### src/rtl/circuit2_pipe.sv
// circuit2_pipe: two-stage add/compare/select/shift pipeline.
// Elastic valid/ready flow with a wrapping consumed-result counter.

module circuit2_s1_stage #(
  parameter int WIDTH = 32
) (
  input  logic             clk,
  input  logic             rst_n,
  input  logic             load,
  input  logic             in_valid,
  input  logic [WIDTH-1:0] a,
  input  logic [WIDTH-1:0] b,
  input  logic [WIDTH-1:0] c,
  output logic             s1_valid,
  output logic [WIDTH-1:0] d,
  output logic [WIDTH-1:0] e,
  output logic [WIDTH-1:0] f
);

  always_ff @(posedge clk or negedge rst_n) begin
    if (!rst_n) begin
      s1_valid <= 1'b0;
      d        <= '0;
      e        <= '0;
      f        <= '0;
    end else if (load) begin
      s1_valid <= in_valid;
      if (in_valid) begin
        d <= a + b;
        e <= a + c;
        f <= a - b;
      end
    end
  end

endmodule

module circuit2_s2_stage #(
  parameter int WIDTH      = 32,
  parameter bit SIGNED_CMP = 1'b0,
  parameter bit SHR_ARITH  = 1'b0
) (
  input  logic             clk,
  input  logic             rst_n,
  input  logic             s1_valid,
  input  logic [WIDTH-1:0] d,
  input  logic [WIDTH-1:0] e,
  input  logic [WIDTH-1:0] f,
  input  logic             out_ready,
  output logic             load,
  output logic [WIDTH-1:0] x,
  output logic [WIDTH-1:0] z,
  output logic             out_valid,
  output logic [15:0]      res_count
);

  logic             lt;
  logic             eq;
  logic [WIDTH-1:0] g;
  logic [WIDTH-1:0] h;
  logic [WIDTH-1:0] x_next;
  logic [WIDTH-1:0] z_next;

  assign load = !out_valid || out_ready;

  always_comb begin
    lt = 1'b0;
    unique case (1'b1)
      SIGNED_CMP: lt = $signed(d) < $signed(e);
      default:    lt = d < e;
    endcase
    eq     = d == e;
    g      = lt ? d : e;
    h      = eq ? g : f;
    x_next = g << lt;
    z_next = h >> eq;
    // Arithmetic variant refills the vacated MSB with the sign
    if (SHR_ARITH)
      z_next = $signed(h) >>> eq;
  end

  always_ff @(posedge clk or negedge rst_n) begin
    if (!rst_n) begin
      out_valid <= 1'b0;
      x         <= '0;
      z         <= '0;
      res_count <= '0;
    end else begin
      if (out_valid && out_ready)
        res_count <= res_count + 16'd1;
      if (load) begin
        out_valid <= s1_valid;
        if (s1_valid) begin
          x <= x_next;
          z <= z_next;
        end
      end
    end
  end

endmodule

module circuit2_pipe #(
  parameter int WIDTH      = 32,
  parameter bit SIGNED_CMP = 1'b0,
  parameter bit SHR_ARITH  = 1'b0
) (
  input  logic             Clk,
  input  logic             Rst,
  input  logic [WIDTH-1:0] a,
  input  logic [WIDTH-1:0] b,
  input  logic [WIDTH-1:0] c,
  input  logic             in_valid,
  output logic             in_ready,
  output logic [WIDTH-1:0] x,
  output logic [WIDTH-1:0] z,
  output logic             out_valid,
  input  logic             out_ready,
  output logic [15:0]      res_count
);

  logic             s1_valid;
  logic             s2_load;
  logic [WIDTH-1:0] d;
  logic [WIDTH-1:0] e;
  logic [WIDTH-1:0] f;

  // Stage 1 may refill on the same edge stage 2 drains
  assign in_ready = !s1_valid || s2_load;

  circuit2_s1_stage #(
    .WIDTH(WIDTH)
  ) u_s1 (
    .clk     (Clk),
    .rst_n   (Rst),
    .load    (in_ready),
    .in_valid(in_valid),
    .a       (a),
    .b       (b),
    .c       (c),
    .s1_valid(s1_valid),
    .d       (d),
    .e       (e),
    .f       (f)
  );

  circuit2_s2_stage #(
    .WIDTH     (WIDTH),
    .SIGNED_CMP(SIGNED_CMP),
    .SHR_ARITH (SHR_ARITH)
  ) u_s2 (
    .clk      (Clk),
    .rst_n    (Rst),
    .s1_valid (s1_valid),
    .d        (d),
    .e        (e),
    .f        (f),
    .out_ready(out_ready),
    .load     (s2_load),
    .x        (x),
    .z        (z),
    .out_valid(out_valid),
    .res_count(res_count)
  );

endmodule
### config.mk
export PLATFORM = sky130hd
export DESIGN_NAME = circuit2_pipe
export DESIGN_NICKNAME = d
export VERILOG_FILES = /design/src/rtl/circuit2_pipe.sv
export SDC_FILE = /design/constraint.sdc
export NUM_CORES = 1
export LEC_CHECK = 0
export CORE_MARGIN = 2
export CORE_UTILIZATION = 35
export CTS_CLUSTER_SIZE = 30
export DETAILED_ROUTE_END_ITERATION = 16
export SYNTH_ARGS = -nofsm -noshare
export SYNTH_HDL_FRONTEND = slang
export SYNTH_SLANG_ARGS = --single-unit
### constraint.sdc
create_clock -name Clk -period 2.56 [get_ports Clk]
set_clock_uncertainty 0.1 [all_clocks]
set_input_delay 0.512 -clock Clk [delete_from_list [all_inputs] [get_ports Clk]]
set_output_delay 0.512 -clock Clk [all_outputs]
set_load 0.02 [all_outputs]
==> impl_metrics.ini <==
[global_route]
grt_pass1_wl_um = 68860
grt_use_total_pct = 22.74
grt_pass1_vias = 12715
antenna_found_initial = 0
grt_overflow_total = 0
grt_max_degree = 81

[status]
status = finished with violations
violations = setup timing

[critical_path]
slowest_delay_ns = 0.38
timing.critical_path.max_delay_family = compound AO/OA/AOI/OAI gates
r2r_slack_ns = -0.15
critPathMaxFanout = 6
cp-start-kind = register
end_kind = register
cp_cell_sequence = ha_1 > a21o_1 > a21o_1 > a21oi_2 > o21a_1 > o21ai_1 > buf_4 > buf_4 > nor3_4 > buf_6 > clkbuf_16 > nand2_2 > a31oi_1
path_depth = 13
worstSetupPathType = reg -> reg
r2r-start = u_s1.d[5]
crit_slowest_cell = dfrtp_1
rr_endpoint = u_s2.z[6]
cp.buffers_inverters = 4
required_ns = 2.81
crit_arrival_ns = 2.96
reg2regPathDepth = 13

[placement]
dpl.cell_count = 2462
globalplace.congestion = 0.8808
hpwl_um = 34780
io_buffers = 181

[die]
rows = 69
die_w_um = 194.8
start_util_pct = 35.65
die-area_um2 = 37950
ios = 182
core_area_um2 = 35740
die_h_um = 194.8

[yosys]
synth.area.top_cells = dfrtp_1, ha_1, nand2_1
postSynthAreaPerCell_um2 = 8.333
synth_cell_types = 71
ys_seq_area_share_pct = 34.76
netlist_area_um2 = 12740
synth_top_area_share_pct = 34.76
async_flop_share_pct = 100.0
ys.flop_type = dfrtp_1
post-synth-top-count-cell = nand2_1
synth_cells = 1529
ys_ff_latch = 177
yosys-top-cells-count = nand2_1, dfrtp_1, o21ai_0, ha_1
synthesis.nets = 1758
yosysWarnings = 0
synth_edf_count = 0
synth.largest_area_cell = dfrtp_1

[route]
wl_per_cell_um = 17.35
postRouteAntennaNets = 0
dr.pass1.iters = 5
via_per_inst = 5.103
via_count = 12947
routed_wl_um = 44020
drt_iter0_drc = 754
post-route-drc-count = 0

[sta]
finalSetupViolations = 65
fin_crit_ns = 2.709
worst_slack_ns = -0.1493
rsz0062_at_grt = yes
fin_crit_sh_pct = 105.8
max_slew_margin_pct = 69.36
hold_viol_final = 0
tightest_slew_ns = 0.4554
hold_ws_ns = 0.3608
fmax_mhz = 369.1
slew_violations = 0

[clock_tree]
numCtsBuffers = 17
clk_pin_slew_ns = 0.07
cts.path.max_buffers = 2
root_buffer = clkbuf_16
h-tree-depth = 4
tritoncts = built
clock_latency_ns = 0.44
cts_sinks = 177

[layout]
syn2layout_area_growth_pct = 58.11
final-instance-count-excl-fill = 2537
diodes = 0
final_layout_size_suffix_gt1_share_pct = 34.63
nets = 2292

[hold_path]
hold_class = in -> reg
min_path_cells = 4
min_from = a[0]
holdPathEnd = u_s1.e[0]

[power_and_ir_drop]
p_per_area_nw_per_um2 = 686.2
p_leak_nw = 9.251
peakVddDrop_mv = 0.4641

[job]
drv_cap = 0
## logic make-up (layout without fill, tap and decap cells)
group / after synthesis / after routing / share of synthesized area, %
AO/OA/AOI/OAI: 463 / 463 / 22.40
buffers and inverters: 170 / 717 / 5.185
multiplexers: 3 / 3 / 0.2553
AND/OR/NAND/NOR: 492 / 492 / 18.02
XOR/XNOR: 95 / 95 / 6.531
flip-flops: 177 / 177 / 34.76
adder cells (fa/ha/maj): 129 / 129 / 12.84
## final cells by class
type	instances	area, um^2
Fill cell	3265	15600
Multi-Input combinational cell	1182	9101
Timing Repair Buffer	593	5072
Sequential cell	177	4431
Tap cell	461	576.8
Clock buffer	18	439.2
Inverter	92	352.8
Clock inverter	14	171.4
## metal layers
layer	up-vias	part of all wire, %	wire length [um]	track usage, %
met5	-	0	0	0
met4	0	1.4	603	4.863
met3	33	4.7	2073	2.690
met2	320	42	18280	32.58
met1	6111	52	23060	36.10
li1	6483	-	-	-
## what timing repair did
| item | 4_1_cts | 5_1_grt |
|---|---|---|
| cloned | 1 | 3 |
| pin swaps | 88 | 120 |
| gates resized for setup | 238 | 173 |
| hold buffers | 1 | 0 |
| setup endpoints to repair | 124 | 107 |
| setup buffers | 37 | 10 |
| endpoints found under the hold margin | 20 | 0 |
## metrics by stage
step / util (%) / setup TNS, ns / power [W] / worst slack, ns / instance area [um^2]
after floorplan: - / -0.4877 / 0.007072 / -0.1035 / 13000
after global placement: 50.15 / -54.69 / 0.01004 / -1.108 / 17920
after detailed placement: 50.15 / -58.73 / 0.01015 / -1.092 / 17920
after CTS: 54.30 / -7.384 / 0.01330 / -0.1546 / 19410
after global routing: 56.36 / -16.23 / 0.01464 / -0.2935 / 20140
final: 56.36 / -6.336 / 0.01382 / -0.1493 / 20140
## cell usage in the layout (no fill, tap or decap), types with 12 or more instances in the layout
cell type,count
dlygate4sd2_1,18
dfrtp_1,176
nor3_1,15
and3_1,12
xnor2_1,62
nor2_1,86
or3_1,35
a31oi_1,67
clkdlybuf4s50_1,120
inv_2,20
a21o_1,34
o21ai_2,17
a21oi_1,58
nand2_4,13
nand2b_1,16
o21bai_1,17
clkbuf_16,19
xor2_1,27
ha_4,38
o21ai_1,40
nand4_1,19
a21oi_2,31
buf_6,22
inv_1,69
o21ai_0,107
nand2_1,176
ha_1,87
nand3_1,21
buf_4,380
nand2_2,32
## tightest hold or removal path: cells and delay by family
| family | cells | cell delay [ns] |
|---|---|---|
| simple gates | 2 | 0.15 |
| buf+inv | 1 | 0.08 |
| fa+ha+maj | 1 | 0.11 |
## flip-flops by register name, summed over array words and instances (netlist names)
signal,count
u_s1.e,32
u_s2.z,32
u_s2.res_count,16
u_s2.out_valid,1
u_s1.f,31
u_s2.x,32
u_s1.d,32
u_s1.s1_valid,1
## power breakdown
group,switching [W],internal (W)
combinational,0.00363,0.00338
clock,0.00121,0.00150
sequential,0.000574,0.00353
total,0.00541,0.00842
## worst max-delay path by stage
stage / start / end / slack (ns)
CTS: u_s1.d[17] / u_s2.x[11] / -0.15
global placement: a[0] / u_s1.e[29] / -1.11
detailed placement: a[1] / u_s1.e[29] / -1.09
finish: u_s1.d[5] / u_s2.z[6] / -0.15
global route: u_s1.e[17] / u_s2.x[7] / -0.29
floorplan: b[2] / u_s1.f[31] / -0.10
No activity file was read; power rests on OpenSTA's default activity.
